<file path="src/rtl/dma_cmd_sequencer.sv">
// Queues DMA transfer descriptors and issues them one at a time over the load/ACK/start/INT handshake.
// Define DMA_TIMEOUT_EN to add a watchdog on the ACK and INT waits that drops the stuck descriptor and sets err.
module dma_cmd_sequencer #(
   parameter int FIFO_DEPTH     = 4,
   parameter int CNT_W          = 8,
   parameter int TIMEOUT_CYCLES = 1023
) (
   input  logic                        clk,
   input  logic                        rst,
   input  logic                        desc_valid,
   output logic                        desc_ready,
   input  logic [9:0]                  desc_origin,
   input  logic [9:0]                  desc_dest,
   input  logic [4:0]                  desc_bytes,
   output logic [9:0]                  OriginAddress,
   output logic [9:0]                  DestinationAddress,
   output logic [4:0]                  BytesQuantity,
   output logic                        load,
   output logic                        start,
   input  logic                        ACK,
   input  logic                        INT,
   output logic                        busy,
   output logic                        done_pulse,
   output logic                        skip_pulse,
   output logic [CNT_W-1:0]            done_count,
   output logic [$clog2(FIFO_DEPTH):0] fifo_level,
   output logic                        err,
   input  logic                        err_clr
);
   localparam int PTR_W = $clog2(FIFO_DEPTH);
   localparam int LVL_W = PTR_W + 1;

   typedef enum logic [2:0] {
      IDLE,
      LOAD,
      WAIT_ACK,
      START,
      WAIT_INT,
      WAIT_LOW
   } state_t;

   state_t state;
   state_t next_state;

   logic [9:0] fifo_origin [FIFO_DEPTH];
   logic [9:0] fifo_dest   [FIFO_DEPTH];
   logic [4:0] fifo_bytes  [FIFO_DEPTH];

   logic [PTR_W-1:0] wr_ptr;
   logic [PTR_W-1:0] rd_ptr;
   logic [LVL_W-1:0] level_next;
   logic             fifo_empty;
   logic             fifo_full;
   logic             push;
   logic             pop;
   logic             issue;
   logic             skip;
   logic             done;
   logic             timeout;
   logic             tmo_hit;

   assign fifo_empty = (fifo_level == '0);
   assign fifo_full  = (fifo_level == LVL_W'(FIFO_DEPTH));
   assign desc_ready = !fifo_full;
   assign push       = desc_valid && !fifo_full;

   // Descriptor storage carries no reset; only the pointers and level define its contents.
   always_ff @(posedge clk) begin
      if (push) begin
         fifo_origin[wr_ptr] <= desc_origin;
         fifo_dest[wr_ptr]   <= desc_dest;
         fifo_bytes[wr_ptr]  <= desc_bytes;
      end
   end

   always_comb begin
      level_next = fifo_level;
      if (push && !pop) begin
         level_next = fifo_level + LVL_W'(1);
      end else if (pop && !push) begin
         level_next = fifo_level - LVL_W'(1);
      end
   end

   always_ff @(posedge clk or negedge rst) begin
      if (!rst) begin
         wr_ptr     <= '0;
         rd_ptr     <= '0;
         fifo_level <= '0;
      end else begin
         if (push) begin
            wr_ptr <= wr_ptr + 1'b1;
         end
         if (pop) begin
            rd_ptr <= rd_ptr + 1'b1;
         end
         fifo_level <= level_next;
      end
   end

   // The head entry stays queued while it is in flight and is popped only on completion, skip or timeout.
   always_comb begin
      next_state = state;
      pop        = 1'b0;
      issue      = 1'b0;
      skip       = 1'b0;
      done       = 1'b0;
      timeout    = 1'b0;
      case (state)
         IDLE: begin
            if (!fifo_empty) begin
               if (fifo_bytes[rd_ptr] == 5'd0) begin
                  pop  = 1'b1;
                  skip = 1'b1;
               end else begin
                  issue      = 1'b1;
                  next_state = LOAD;
               end
            end
         end
         LOAD: next_state = WAIT_ACK;
         WAIT_ACK: begin
            if (ACK) begin
               next_state = START;
            end else if (tmo_hit) begin
               pop        = 1'b1;
               timeout    = 1'b1;
               next_state = WAIT_LOW;
            end
         end
         START: next_state = WAIT_INT;
         WAIT_INT: begin
            if (INT) begin
               pop        = 1'b1;
               done       = 1'b1;
               next_state = WAIT_LOW;
            end else if (tmo_hit) begin
               pop        = 1'b1;
               timeout    = 1'b1;
               next_state = WAIT_LOW;
            end
         end
         WAIT_LOW: begin
            if (!INT) begin
               next_state = IDLE;
            end
         end
         default: next_state = IDLE;
      endcase
   end

   // Every DMA-facing output is a flop so the controller never sees a combinational path from ACK/INT.
   always_ff @(posedge clk or negedge rst) begin
      if (!rst) begin
         state              <= IDLE;
         load               <= 1'b0;
         start              <= 1'b0;
         busy               <= 1'b0;
         done_pulse         <= 1'b0;
         skip_pulse         <= 1'b0;
         done_count         <= '0;
         OriginAddress      <= '0;
         DestinationAddress <= '0;
         BytesQuantity      <= '0;
      end else begin
         state      <= next_state;
         load       <= (next_state == LOAD);
         start      <= (next_state == START);
         busy       <= (next_state != IDLE) || (level_next != '0);
         done_pulse <= done;
         skip_pulse <= skip;
         if (done) begin
            done_count <= done_count + 1'b1;
         end
         if (issue) begin
            OriginAddress      <= fifo_origin[rd_ptr];
            DestinationAddress <= fifo_dest[rd_ptr];
            BytesQuantity      <= fifo_bytes[rd_ptr];
         end
      end
   end

`ifdef DMA_TIMEOUT_EN
   localparam int TMO_W = $clog2(TIMEOUT_CYCLES + 1);

   logic [TMO_W-1:0] tmo_cnt;

   assign tmo_hit = ((state == WAIT_ACK) || (state == WAIT_INT)) &&
                    (tmo_cnt == TMO_W'(TIMEOUT_CYCLES - 1));

   // Counts cycles spent in the current wait state and restarts on every state change.
   always_ff @(posedge clk or negedge rst) begin
      if (!rst) begin
         tmo_cnt <= '0;
      end else if (next_state != state) begin
         tmo_cnt <= '0;
      end else if ((state == WAIT_ACK) || (state == WAIT_INT)) begin
         tmo_cnt <= tmo_cnt + 1'b1;
      end
   end

   // A timeout in the same cycle as err_clr leaves err set.
   always_ff @(posedge clk or negedge rst) begin
      if (!rst) begin
         err <= 1'b0;
      end else if (timeout) begin
         err <= 1'b1;
      end else if (err_clr) begin
         err <= 1'b0;
      end
   end
`else
   logic unused_cfg;

   assign tmo_hit    = 1'b0;
   assign err        = 1'b0;
   assign unused_cfg = ^{err_clr, timeout, TIMEOUT_CYCLES};
`endif

endmodule

</file>
<file path="config.mk">
export PLATFORM = sky130hd
export DESIGN_NAME = dma_cmd_sequencer
export DESIGN_NICKNAME = d
export VERILOG_FILES = /design/src/rtl/dma_cmd_sequencer.sv
export SDC_FILE = /design/constraint.sdc
export NUM_CORES = 1
export LEC_CHECK = 0
export BUFFER_PORTS_ARGS = -buffer_cell sky130_fd_sc_hd__buf_2
export CAP_MARGIN = 30
export CORE_MARGIN = 4
export CORE_UTILIZATION = 27
export CTS_CLUSTER_SIZE = 25
export DETAILED_ROUTE_END_ITERATION = 8
export PLACE_DENSITY = 0.48
export SKIP_CTS_REPAIR_TIMING = 1
export SLEW_MARGIN = 20
export SYNTH_ARGS = -nofsm -noshare
export SYNTH_HDL_FRONTEND = slang
export SYNTH_SLANG_ARGS = --single-unit
</file>
<file path="constraint.sdc">
create_clock -name clk -period 3.2 [get_ports clk]
set_input_delay 0.96 -clock clk [delete_from_list [all_inputs] [get_ports clk]]
set_output_delay 0.96 -clock clk [all_outputs]
set_load 0.05 [all_outputs]
</file>
# == After elaboration in Yosys (flattened, before gate mapping) ==
# Memories as Yosys holds them, arrays and structs flattened. A register that Yosys moved wholly into a read port is not among the register bits.
# Index checks and enable logic that the tools add are counted.
# totals
regBits,28
output_inout_bits,43
ram_bits,100
input_bits,31
wordCells,60
mem_count,3
# memory_table
name,depth,word_bits,read_ports,rd_clocked_by_memory_dff,write_ports,line_no,rtl
fifo_dest,4,10,1,1,1,46,logic [9:0] fifo_dest [FIFO_DEPTH];
fifo_origin,4,10,1,1,1,45,logic [9:0] fifo_origin [FIFO_DEPTH];
fifo_bytes,4,5,1,0,1,47,logic [4:0] fifo_bytes [FIFO_DEPTH];
# op_classes
n_mux,19
eq_ne,8
reduce_logical,14
add_sub_neg,5
# op_table
operator,n
3-bit 2-to-1 mux,7
3-bit one-hot mux with 6 select lines,1
1-bit 2-to-1 mux,10
"3-bit by 2-bit equality test with 1-bit output, second input constant",3
"3-bit equality test, second input constant",3
"8-bit by 1-bit adder with 8-bit output, second input constant",1
"3-bit by 1-bit equality test with 1-bit output, second input constant",2
3-bit zero test,2
3-bit nonzero test,2
1-bit zero test,5
5-bit zero test,1
"2-bit by 1-bit adder with 2-bit output, second input constant",2
"3-bit by 1-bit adder with 3-bit output, second input constant",1
1-bit logical AND,3
"3-bit by 1-bit subtractor with 3-bit output, second input constant",1
1-bit one-hot mux with 2 select lines,1
1-bit logical OR,1

# == Longest topological paths before layout ==
# Gate-level depths: netlist of run 1.
# An unclocked memory read counts as a cell.
# depth
depth_word,10
mapped_depth,9

# == Least setup slack after synthesis of run 1 ==
# No wires, ideal clock.
# synth_timing
kind,register to register
from,register fifo_level[0]
to,memory fifo_bytes[2][0] (enable)
t_required_ns,2.816
slack_ns,0.626
stages_incl_launch_ff,5
t_arrival_ns,2.190
n_path_buf,0
period_less_slack_ns,2.574
cell_sequence,dfrtp_1 inv_1 ha_1 nand2_1 and3_1
# synth_between
elab_chain_cells,5
# synth_lines
element,line_no,rtl
start: declaration,26,"output logic [$clog2(FIFO_DEPTH):0] fifo_level,"
start signal: assignment,97,fifo_level <= level_next;
3-bit equality test,63,assign fifo_full = (fifo_level == LVL_W'(FIFO_DEPTH));
1-bit zero test,--,
named net desc_ready,11,"output logic desc_ready,"
1-bit logical AND,65,assign push = desc_valid && !fifo_full;
1-bit 2-to-1 mux,69,if (push) begin
1-bit 2-to-1 mux (implied by the code),72,fifo_bytes[wr_ptr] <= desc_bytes;
end: declaration,47,
# The timed path passes the listed nets, and every way through them passes these cells.

# == Worst setup path after layout of run 1 ==
# layout_timing
from,register fifo_level[0]
to,output port desc_ready
# layout_between
elab_chain_cells,2
# layout_lines
element,line_no,rtl
3-bit equality test,63,
1-bit zero test,64,assign desc_ready = !fifo_full;
end: declaration,11,
# Every way passes these cells.

==> impl_metrics.csv, run 1 <==
group,metric,value,unit
critical_path,crit_type,"register to output port",
sta,hold_viol,0,
floorplanning,chipWidth,153,um
yosys,ys_seq_elements,148,
layout,layout_commonest_cell,"edfxtp_1",
yosys,synthArstFlopShare,0.324,
yosys,muxShareOfSynthArea,0.154,
place,routabilityCongestion,0.679,
critical_path,crit_required,2.24,ns
clock_tree,clk_pin_slew_worst_paths,0.06,ns
critical_path,cpPeakStageDelay,0.38,ns
run,maxCapViolations,0,
critical_path,cp-end-kind,"output port",
power,pwr-share-seq,0.378,
power,p_sw_frac,0.361,
yosys,dominantRegCellSynth,"edfxtp_1",
floorplanning,die_y,153,um
sta,finalCritPeriodShare,0.783,
yosys,synthTopCellsByArea,"edfxtp_1 (53%), dfrtp_1 (21%), mux4_2 (9.9%), mux2_2 (4.8%), ha_1 (1.8%)",
sta,fin_skew,0.0116,ns
yosys,synth_nets,327,
floorplanning,rows,52,
place,post_dp_cell_area,6390,um^2
power,power_density,1090,nW/um^2
yosys,synth_enable_flop_cells,100,
global_routing,track_usage,0.101,
power,max-vdd-ir-drop,0.325,mV
drt,dr.pass1.iters,4,
yosys,netlist_area,5670,um^2
clock_tree,cts_htree_levels,4,
layout,final_area,7010,um^2
sta,setup_viol,0,
critical_path,path_max_fanout,6,
place,port_buffers,71,
drt,vias_per_cell,4.25,
floorplanning,die_area,23400,um^2
yosys,synth_top_family_by_area,"multiplexers",
power,p_leak,2.63,nW
drt,drc_errors,0,
yosys,yosys.area_share.simple,0.0329,
critical_path,crit_chain,"inv_1 -> ha_1 -> nand2_1 -> buf_2",
yosys,yosys.area.top_type_share,0.530,
critical_path,rrSetupSlack,0.73,ns
global_routing,grt_max_degree,27,
floorplanning,start_util,0.277,
yosys,avgSynthCellArea,19.7,um^2
power,internal_power,4.88,mW
yosys,yosys.area_share.adder,0.0212,
layout,syn2layout_area_growth,23.6,%
critical_path,slowest_stage,"dfrtp_1",
critical_path,crit_buf_inv,2,
layout,final_cell_mix,"edfxtp_1 (100), buf_2 (71), dfrtp_1 (47)",
power,switching_power,2.76,mW
sta,relSlewSlack,0.498,
global_routing,grt_pass1_wl,17500,um
sta,worstMarginPinSlew,0.752,ns
critical_path,critical-path-top-delay-family,"buffers and inverters",
floorplanning,core_area,20400,um^2
clock_tree,cts_root_buf,"clkbuf_16",
drt,vias,2791,
yosys,synth_top_area_cell,"edfxtp_1",
global_routing,grt_pass1_vias,3025,
floorplanning,num_io_pins,74,
layout,fin_nets,413,
power,p_comb_frac,0.352,
sta,period_needed,2.51,ns
global_routing,antenna_found_initial,2,
drt,antenna_left,0,
drt,drt_iter0_drc,160,
yosys,ys_seq_area_frac,0.742,
clock_tree,cts_tree,"done",
status,status,"finished clean",
yosys,synth_compound_gate_area_share,0.0126,
clock_tree,numCtsBuffers,17,
clock_tree,clk_latency,0.42,ns
yosys,synth-xor-area-share,0.0216,
critical_path,cp-start-kind,"register",
sta,finalSetupTns,0,ns
sta,rsz0062_at_grt,"false",
global_routing,grt_overflow,0,
yosys,syn-instance-count,288,
drt,wl,11300,um
power,p_clk_frac,0.269,
sta,finalMaxSlewViolations,0,
layout,final_layout_size_suffix_gt1_frac,0.426,
place,hpwl,7040,um
yosys,yosys_warnings,0,
critical_path,critPathArrivalTime,1.55,ns
sta,max_freq,399,MHz
yosys,yosysUniqueCellTypes,36,
clock_tree,cts_buffer_depth,2,
drt,wl_per_cell,17.2,um
layout,diodes,0,
worst_hold_path,hold_path_class,"input pin to asynchronous set/reset pin",
clock_tree,clock-sinks,148,
-- cells by family after synthesis --
kind of cell,Yosys count
buffers and inverters,19
other,1
DFF,148
adders and majority gates,10
xor gates and xnor gates,14
AOI/OAI and AO/OA,10
and+or+nand+nor,33
muxes,53
-- worst paths after layout --
kind / startpoint / endpoint / cells after the start
max: fifo_level[0]$_DFF_PN0_ / desc_ready / 4
min: rst / done_count[6]$_DFFE_PN0P_ / 1
max reg2reg: rd_ptr[0]$_DFFE_PN0P_ / busy$_DFF_PN0_ / 6
min reg2reg: DestinationAddress[8]$_DFFE_PN0P_ / DestinationAddress[8]$_DFFE_PN0P_ / 1
max in group asynchronous: rst / DestinationAddress[7]$_DFFE_PN0P_ / 3
min in group clk: DestinationAddress[8]$_DFFE_PN0P_ / DestinationAddress[8]$_DFFE_PN0P_ / 1
-- sequential cells by signal, summed over array words and instances, names as in the netlist --
register and cells:
done_pulse 1, done_count 8, fifo_dest 40, rd_ptr 2, OriginAddress 10, wr_ptr 2, state 3, DestinationAddress 10
fifo_level 3, load 1, busy 1, BytesQuantity 5, fifo_bytes 20, skip_pulse 1, fifo_origin 40, start 1
-- worst register-to-register path: stages (launching register included) --
cell and delay (ns):
dfrtp_2 0.53, mux4_2 0.58, nor2_1 0.39, a31oi_2 0.27
maj3_1 0.38, nand2_1 0.09, nand4bb_1 0.10
-- cell usage after synthesis (3+ instances only) --
cell / count
inv_1: 6
xor2_1: 3
and3_1: 6
clkbuf_1: 9
edfxtp_1: 100
dfrtp_1: 48
nor2_1: 6
o21ai_0: 4
mux2_2: 24
xnor2_1: 11
nand2_1: 8
ha_1: 8
mux4_2: 25
-- layer usage --
| layer | share of wire | routed length (um) | global-route usage | vias to the layer above |
|---|---|---|---|---|
| met3 | 0.049 | 558 | 0.0368 | 18 |
| met5 | 0.0024 | 27 | 0 | - |
| met1 | 0.44 | 4950 | 0.121 | 1425 |
| li1 | - | - | - | 1284 |
| met4 | 0.013 | 146 | 0.0458 | 4 |
| met2 | 0.50 | 5640 | 0.163 | 60 |
-- power by group through the flow --
stage | Sequential [mW] | Clock (mW) | Combinational (mW)
6_report | 2.89 | 2.06 | 2.69
5_1_grt | 2.95 | 2.20 | 2.89
4_1_cts | 2.90 | 2.11 | 2.76
3_5_place_dp | 2.94 | 0 | 2.76
3_3_place_gp | 2.91 | 0 | 2.73
2_1_floorplan | 3.59 | 0 | 1.35
-- cell type report --
cell class	count	area, um^2
fill	1970	13400
tap	270	338
clock inverter	14	184
multi-input combinational	121	1390
sequential	148	4210
clock buffer	18	429
timing repair buffer	80	435
inverter	6	22.5
-- stage by stage --
step	util	std cells	setup slack (ns)	power (mW)	hold WS, ns
after CTS	0.343	657	0.657	7.77	0.439
after global placement	0.312	624	0.729	5.64	0.462
after floorplan	-	288	0.626	4.94	0.580
after global routing	0.343	657	0.594	8.05	0.462
after detailed placement	0.313	625	0.695	5.69	0.471
final	0.343	657	0.694	7.64	0.459
No activity file was read; power rests on OpenSTA's default activity.
==> inputs of run 2 (changes only) <==
--- a/config.mk
+++ b/config.mk
@@ -11,7 +11,7 @@
 export CORE_UTILIZATION = 27
 export CTS_CLUSTER_SIZE = 25
 export DETAILED_ROUTE_END_ITERATION = 8
-export PLACE_DENSITY = 0.48
+export PLACE_DENSITY = 0.5
 export SKIP_CTS_REPAIR_TIMING = 1
 export SLEW_MARGIN = 20
 export SYNTH_ARGS = -nofsm -noshare
==> constraint.sdc (replaced) <==
create_clock -name clk -period 2.2 [get_ports clk]
set_input_delay 0.66 -clock clk [delete_from_list [all_inputs] [get_ports clk]]
set_output_delay 0.66 -clock clk [all_outputs]
set_load 0.05 [all_outputs]
==> impl_metrics.csv, run 2 (same netlist as run 1, synthesis figures left out) <==
group,metric,value,unit
global_routing,grt_max_degree,33,
place,port_buffers,71,
drt,drc_errors,0,
sta,worstMarginPinSlew,0.514,ns
clock_tree,cts_buffer_depth,2,
global_routing,track_usage,0.103,
floorplanning,die_y,153,um
sta,hold_viol,0,
run,maxCapViolations,0,
power,max-vdd-ir-drop,0.736,mV
clock_tree,cts_htree_levels,4,
layout,fin_nets,428,
global_routing,grt_overflow,0,
global_routing,grt_use_met3,0.0373,
floorplanning,die_area,23400,um^2
clock_tree,clk_latency,0.41,ns
sta,fin_skew,0.00905,ns
floorplanning,num_io_pins,74,
critical_path,r2r_cells,6,
critical_path,crit_required,2.49,ns
critical_path,critPathArrivalTime,2.44,ns
floorplanning,start_util,0.277,
layout,syn2layout_area_growth,26.5,%
critical_path,r2r_start,"rd_ptr[0]$_DFFE_PN0P_",
layout,layout_commonest_cell,"edfxtp_1",
floorplanning,chipWidth,153,um
critical_path,cp-end-kind,"register",
layout,diodes,0,
global_routing,antenna_found_initial,2,
drt,drt_iter0_drc,138,
layout,final_core_util,0.351,
global_routing,use_met1,0.130,
layout,final_cell_mix,"edfxtp_1 (100), buf_2 (70), dfrtp_1 (45)",
sta,max_freq,465,MHz
critical_path,crit_start,"rd_ptr[0]$_DFFE_PN0P_",
sta,setup_viol,0,
drt,dr.pass1.iters,4,
sta,whs,0.215,ns
drt,wl,11300,um
clock_tree,cts_root_buf,"clkbuf_16",
global_routing,grt_pass1_wl,18300,um
clock_tree,clk_pin_slew_worst_paths,0.07,ns
sta,period_needed,2.15,ns
clock_tree,cts_tree,"done",
place,routabilityCongestion,0.668,
sta,finalCritPeriodShare,0.978,
drt,antenna_left,0,
floorplanning,rows,52,
power,power_density,1570,nW/um^2
layout,largestRegisters,"fifo_dest: 40 flops, fifo_origin: 40 flops, fifo_bytes: 20 flops",
power,p_leak,2.72,nW
sta,relSlewSlack,0.657,
sta,finalSetupTns,0,ns
critical_path,slowest_stage,"mux4_2",
drt,vias,2877,
global_routing,busiest_layer,"met2",
floorplanning,core_area,20400,um^2
critical_path,crit_type,"register to register",
global_routing,grt_pass1_vias,3198,
sta,finalMaxSlewViolations,0,
clock_tree,numCtsBuffers,17,
critical_path,cpPeakStageDelay,0.59,ns
clock_tree,clock-sinks,148,
drt,wl_per_cell,16.7,um
layout,final_layout_size_suffix_gt1_frac,0.473,
status,status,"finished clean",
critical_path,cp-start-kind,"register",
sta,rsz0062_at_grt,"true",
global_routing,grt_util_met2,0.166,
layout,finalNonFillerCells,672,
critical_path,crit_chain,"mux4_2 -> nor3_4 -> buf_4 -> a211oi_4 -> buf_12 -> mux2_1",
critical_path,path_max_fanout,9,
place,placedCellCount,638,
critical_path,reg2reg_to,"DestinationAddress[1]$_DFFE_PN0P_",
layout,fillers,1998,
worst_hold_path,hold_path_class,"input pin to asynchronous set/reset pin",
critical_path,rrSetupSlack,0.05,ns
drt,vias_per_cell,4.28,
power,fin_total_pwr,11.3,mW
critical_path,crit_end,"DestinationAddress[1]$_DFFE_PN0P_",
place,hpwl,7450,um
## run 2: how the worst min path moves through the flow
stage / from / end / slack (ns) / depth (start not counted)
final: rst / done_count[7]$_DFFE_PN0P_ / 0.21 / 1
after floorplan: rst / BytesQuantity[0]$_DFFE_PN0P_ / 0.36 / 0
after detailed placement: done_count[7]$_DFFE_PN0P_ / done_count[7]$_DFFE_PN0P_ / 0.48 / 1
after CTS: rst / done_count[7]$_DFFE_PN0P_ / 0.22 / 1
after global placement: done_count[7]$_DFFE_PN0P_ / done_count[7]$_DFFE_PN0P_ / 0.46 / 1
after global routing: rst / OriginAddress[7]$_DFFE_PN0P_ / 0.23 / 1
## run 2: critical path, delay by kind of cell, from the launching register on
kind / cells / cell delay, ns
AOI/OAI and AO/OA: 1 / 0.08
DFF: 1 / 0.49
muxes: 2 / 0.89
buffers and inverters: 2 / 0.33
and+or+nand+nor: 1 / 0.24
## run 2: final cells by class
| cell class | instances | area [um^2] | share of cell area |
|---|---|---|---|
| sequential | 148 | 4210 | 0.587 |
| multi-input combinational | 121 | 1410 | 0.197 |
| timing repair buffer | 95 | 604 | 0.0843 |
| clock buffer | 17 | 425 | 0.0593 |
| tap | 270 | 338 | 0.0471 |
| clock inverter | 15 | 160 | 0.0223 |
| inverter | 6 | 22.5 | 0.00314 |
## run 2: layer usage
layer | vias up | part of all wire
li1 | 1315 | -
met1 | 1488 | 0.44
met2 | 62 | 0.50
met3 | 8 | 0.051
met4 | 4 | 0.0060
met5 | - | 0.0019
## run 2: power by group
group	internal [mW]	switching, mW	total [mW]
logic	1.70	2.62	4.32
clock network	1.52	1.27	2.79
registers	3.79	0.363	4.15
## run 2: through the flow
step	setup slack [ns]	area, um^2
floorplan	-0.0157	5680
global placement	-0.00647	6550
global route	-0.0595	7170
detailed placement	-0.0300	6550
CTS	-0.0445	7130
finish	0.0482	7170
